--- config.mk ---
export PLATFORM = sky130hd
export DESIGN_NAME = alu_share_arbiter
export DESIGN_NICKNAME = d
export VERILOG_FILES = /design/src/rtl/alu_share_arbiter.sv
export SDC_FILE = /design/constraint.sdc
export NUM_CORES = 1
export LEC_CHECK = 0
export ABC_AREA = 1
export BUFFER_PORTS_ARGS = -buffer_cell sky130_fd_sc_hd__buf_2
export CORE_AREA = 2 2 110 112
export CTS_CLUSTER_DIAMETER = 80
export CTS_CLUSTER_SIZE = 30
export DETAILED_ROUTE_END_ITERATION = 7
export DIE_AREA = 0 0 112 114
export PLACE_DENSITY_LB_ADDON = 0.25
export SLEW_MARGIN = 20
export SYNTH_ARGS = -nofsm -noshare
export SYNTH_HDL_FRONTEND = slang
export SYNTH_SLANG_ARGS = --single-unit
--- constraint.sdc ---
create_clock -name clk -period 4.2 [get_ports clk]
set_clock_uncertainty 0.1 [all_clocks]
set_input_delay 0.63 -clock clk [delete_from_list [all_inputs] [get_ports clk]]
set_output_delay 0.63 -clock clk [all_outputs]
set_load 0.005 [all_outputs]
--- src/rtl/alu_share_arbiter.sv ---
// alu_share_arbiter
// Shares one combinational ALU between two requesters using round-robin
// arbitration. Operands are registered toward the ALU. The result is captured
// one cycle later and returned on a single response channel tagged with the
// requester id.

module alu_share_arbiter #(
   parameter int WIDTH  = 32,
   parameter int CTRL_W = 4
) (
   input  logic              clk,
   input  logic              rst_n,
   input  logic              req0_valid,
   output logic              req0_ready,
   input  logic [WIDTH-1:0]  req0_a,
   input  logic [WIDTH-1:0]  req0_b,
   input  logic [CTRL_W-1:0] req0_ctrl,
   input  logic              req1_valid,
   output logic              req1_ready,
   input  logic [WIDTH-1:0]  req1_a,
   input  logic [WIDTH-1:0]  req1_b,
   input  logic [CTRL_W-1:0] req1_ctrl,
   output logic [WIDTH-1:0]  alu_a,
   output logic [WIDTH-1:0]  alu_b,
   output logic [CTRL_W-1:0] alu_ctrl,
   input  logic [WIDTH-1:0]  alu_result,
   input  logic              alu_zero,
   output logic              rsp_valid,
   input  logic              rsp_ready,
   output logic              rsp_id,
   output logic [WIDTH-1:0]  rsp_result,
   output logic              rsp_zero,
   output logic              rsp_err,
   output logic              busy
);

   typedef enum logic [1:0] {
      IDLE = 2'd0,
      EXEC = 2'd1,
      RESP = 2'd2
   } state_t;

   state_t            state;
   logic              last_grant;
   logic              cur_id;
   logic              op_err;
   logic              grant0;
   logic              grant1;
   logic [WIDTH-1:0]  sel_a;
   logic [WIDTH-1:0]  sel_b;
   logic [CTRL_W-1:0] sel_ctrl;
   logic              sel_legal;

   // Any code outside the decoder's table, including X/Z, is illegal.
   function automatic logic ctrl_legal(input logic [CTRL_W-1:0] code);
      logic legal;
      case (code)
         CTRL_W'(0), CTRL_W'(1), CTRL_W'(2), CTRL_W'(3), CTRL_W'(4),
         CTRL_W'(5), CTRL_W'(6), CTRL_W'(7), CTRL_W'(8), CTRL_W'(10):
            legal = 1'b1;
         default:
            legal = 1'b0;
      endcase
      return legal;
   endfunction

   // Round-robin grant. Grants are offered only in IDLE. On contention the
   // requester that did not win last time gets the grant.
   always_comb begin
      grant0    = (state == IDLE) && req0_valid && (!req1_valid || last_grant);
      grant1    = (state == IDLE) && req1_valid && (!req0_valid || !last_grant);
      sel_a     = grant1 ? req1_a    : req0_a;
      sel_b     = grant1 ? req1_b    : req0_b;
      sel_ctrl  = grant1 ? req1_ctrl : req0_ctrl;
      sel_legal = ctrl_legal(sel_ctrl);
   end

   assign req0_ready = grant0;
   assign req1_ready = grant1;

   // Operation sequencer. Accept in IDLE, capture the ALU output in EXEC, and
   // hold the response in RESP until the consumer takes it.
   always_ff @(posedge clk or negedge rst_n) begin
      if (!rst_n) begin
         state      <= IDLE;
         alu_a      <= '0;
         alu_b      <= '0;
         alu_ctrl   <= '0;
         last_grant <= 1'b1;
         cur_id     <= 1'b0;
         op_err     <= 1'b0;
         rsp_valid  <= 1'b0;
         rsp_id     <= 1'b0;
         rsp_result <= '0;
         rsp_zero   <= 1'b0;
         rsp_err    <= 1'b0;
         busy       <= 1'b0;
      end else begin
         case (state)
            IDLE: begin
               if (grant0 || grant1) begin
                  if (sel_legal) begin
                     alu_a    <= sel_a;
                     alu_b    <= sel_b;
                     alu_ctrl <= sel_ctrl;
                  end
                  cur_id     <= grant1;
                  last_grant <= grant1;
                  op_err     <= !sel_legal;
                  busy       <= 1'b1;
                  state      <= EXEC;
               end
            end
            EXEC: begin
               rsp_result <= op_err ? '0 : alu_result;
               rsp_zero   <= op_err ? 1'b0 : alu_zero;
               rsp_err    <= op_err;
               rsp_id     <= cur_id;
               rsp_valid  <= 1'b1;
               state      <= RESP;
            end
            RESP: begin
               if (rsp_ready) begin
                  rsp_valid <= 1'b0;
                  busy      <= 1'b0;
                  state     <= IDLE;
               end
            end
            default: begin
               state <= IDLE;
            end
         endcase
      end
   end

endmodule

==> metrics.md <==
| Metric | Value |
|---|---|
| Setup slack after placement | `1.25 ns` |
| Die Area | `12,800 um2` |
| CP max-delay cell | `dfrtp_1` |
| DRC Markers | `0` |
| Nature of the critical path endpoint | `register` |
| DRT iter0 DRCs | `257` |
| Syn_area_per_cell | `between 8 and 9 um2` |
| RSZ-0062 raised after global routing | `no` |
| Gate power share | `around 45%` |
| CTS tree | `built` |
| Post-synthesis cell count | `638` |
| # rows | `40` |
| Post-CTS sizing | `0` |
| Clock power share | `about a fifth` |
| Vias in the first global route | `between 4,000 and 5,000` |
| Final-report hold violation count | `0` |
| H-tree levels | `3` |
| Crit path buffers/inverters | `2` |
| Worst Max-Slew Pin Slew | `roughly 0.88 ns` |
| Sw power | `1.94 mW` |
| Root Driver | `clkbuf_16` |
| Flops & latches, synth | `110` |
| Fraction of layout cells with a size suffix above 1 | `35.2%` |
| CP arrival | `2.84 ns` |
| Filler Cell Count | `1,097` |
| Internal power | `slightly below 3 mW` |
| Global-route wire length before repair | `24,600 um` |
| Netlist cell types | `21` |
| Sw Ratio | `39.4%` |
| Gpl congestion | `0.808` |
| Critical Path Start Type | `register` |
| CTS Sinks | `110` |
| Worst-path fanout max | `31` |
| Critical path required time | `4.33 ns` |
| TritonCTS buffer count | `9` |
| Die height | `114 um` |
| Pwr Density | `approximately 710 nW/um2` |
| Dpl hpwl | `around 11,000 um` |
| Seq/Total Area, Yosys | `53.3%` |
| Area of the multi-input gates | `2150 um2` |
| WS Path Type | `register to register` |
| Family with the most delay on the worst path | `simple AND/OR/NAND/NOR gates` |
| Hold WC Path Type | `input port to async pin` |
| IO buf count | `280` |
| Final Net Count | `1,064` |
| YS warnings | `0` |
| Most common cell after layout, fill and taps aside | `buf_2` |
| Routed WL | `between 15,000 and 20,000 um` |
| Max_slew headroom | `41.2%` |
| Status | `complete, no violations` |
| Reg power frac | `36.7%` |
| Grt total ovfl | `0` |
| Post-Syn Nets | `812` |
| Most frequent cells in the layout | `buf_2, nand2_1, nand3_1` |
| TritonRoute pass-1 iters | `4` |
| Clk buf depth | `2` |
| Initial cell density of the core | `roughly 44%` |
| Vias post-DR | `5,325` |
| Tmin final | `roughly 2.7 ns` |
| Die W | `112 um` |
| Total power | `slightly below 5 mW` |
| Crit path cell chain | `nor2_4, nand3_2, inv_2, nand2_1, nand2_1, nand2_2, buf_4, nand3_1, nand2_1` |
| Area Growth Syn to Fin | `35.0%` |
| Peak VDD IR | `375 uV` |
| Vias per cell | `5.11` |
| Cell area after layout | `between 6000 and 7000 um2` |
| Max Cap Violations | `0` |
| I/O Pins | `281` |
| Largest net degree at the start of global routing | `just over 70` |
| Synth Cell Area | `5160 um2` |
| Antenna violations before repair | `1` |
| Post-CTS setup buffers | `0` |
| WL/cell | `14.9 um` |
| Share of the synthesized area in the top cell type | `52.8%` |
| Aggregate global-route resource usage | `24.0%` |
| Post-CTS Hold Fix Bufs | `0` |
| Largest stage delay, worst path | `0.42 ns` |
| Final number of setup-violating endpoints | `0` |
| Core area | `approximately 12,000 um2` |
| Final antenna-violating net count | `0` |
| Area after DPL | `between 6000 and 7000 um2` |
| Clk_lat worst skew | `0.34 ns` |
| Total negative slack | `0 ns` |
| Most used cell, CP | `nand2_1` |
| Pins Over Slew Limit | `0` |
| LEAKAGE | `approximately 4.1 nW` |
| Final period util | `64.6%` |
| CTS clk-pin slew, worst paths | `0.07 ns` |
| Register Area | `2750 um2` |
| Synth area leaders | `dfrtp_1, nand2_1, nand3_1, a22o_1, clkbuf_1` |
| Fmax | `~370 MHz` |
| Leading area contributor after synthesis | `dfrtp_1` |
| PnR worst setup slack | `~1.5 ns` |
-- cell usage after synthesis, drive strengths merged --
library cell	count
nand2	277
nand3	136
dfrtp	109
a22o	33
clkbuf	28
buf	20
inv	16
o21ai	7
nor2	5
nand4	2
a211oi	1
a21boi	1
dfstp	1
o22ai	1
or2	1
-- routing by layer --
metal / global-route usage, % / share of wire, %
met3: 4.57 / 7.5
met2: 40.2 / 48
met5: 0 / 0
met4: 10.2 / 2.7
met1: 31.0 / 42
-- power by group through the flow --
stage / clock [mW] / combinational [mW] / sequential [mW]
floorplan: 0 / 1.28 / 1.84
global placement: 0 / 2.18 / 1.80
detailed placement: 0 / 2.22 / 1.81
CTS: 0.941 / 2.22 / 1.80
global route: 0.996 / 2.46 / 1.85
finish: 0.923 / 2.19 / 1.80
-- sequential cells by signal, indices dropped and copies added (netlist names) --
| name | count |
|---|---|
| cur_id | 1 |
| rsp_result | 32 |
| state | 2 |
| rsp_zero | 1 |
| rsp_valid | 1 |
| alu_ctrl | 4 |
| last_grant | 1 |
| busy | 1 |
| alu_b | 32 |
| alu_a | 32 |
| op_err | 1 |
| rsp_id | 1 |
| rsp_err | 1 |
-- per-stage QoR --
step                std cells  hold slack [ns]  util [%]
finish                   1043            0.300      59.5
CTS                      1042            0.324      59.5
global route             1042            0.365      59.5
detailed placement       1026            0.386      56.7
floorplan                 638            0.234         -
global placement         1026            0.372      56.7
-- layout make-up --
| type | count | share of cell area [%] |
|---|---|---|
| timing repair buffer | 289 | 21.5 |
| antenna | 1 | 0.0359 |
| tap | 147 | 2.64 |
| clock inverter | 5 | 1.18 |
| inverter | 16 | 0.862 |
| clock buffer | 11 | 3.48 |
| sequential | 110 | 39.5 |
| multi-input combinational | 464 | 30.8 |
-- path summary, 6_finish.rpt --
path                                      from  depth (start not counted)  slack (ns)        endpoint
worst max-delay path                  state[1]                          9        1.48        alu_b[7]
worst min-delay path                     rst_n                          1        0.30  rsp_result[25]
worst max register to register        state[1]                          9        1.48        alu_b[7]
worst min register to register  rsp_result[11]                          1        0.40  rsp_result[11]
max in group asynchronous                rst_n                          2        2.92      last_grant
min in group clk                alu_result[26]                          2        0.40  rsp_result[26]
-- kinds of logic after synthesis --
kind of cell	after synthesis	synth area share [%]
AOI/OAI and AO/OA	43	6.91
and+or+nand+nor	421	34.5
DFF	110	53.3
buffers and inverters	64	5.28
Power figures use the tool's default switching activity.
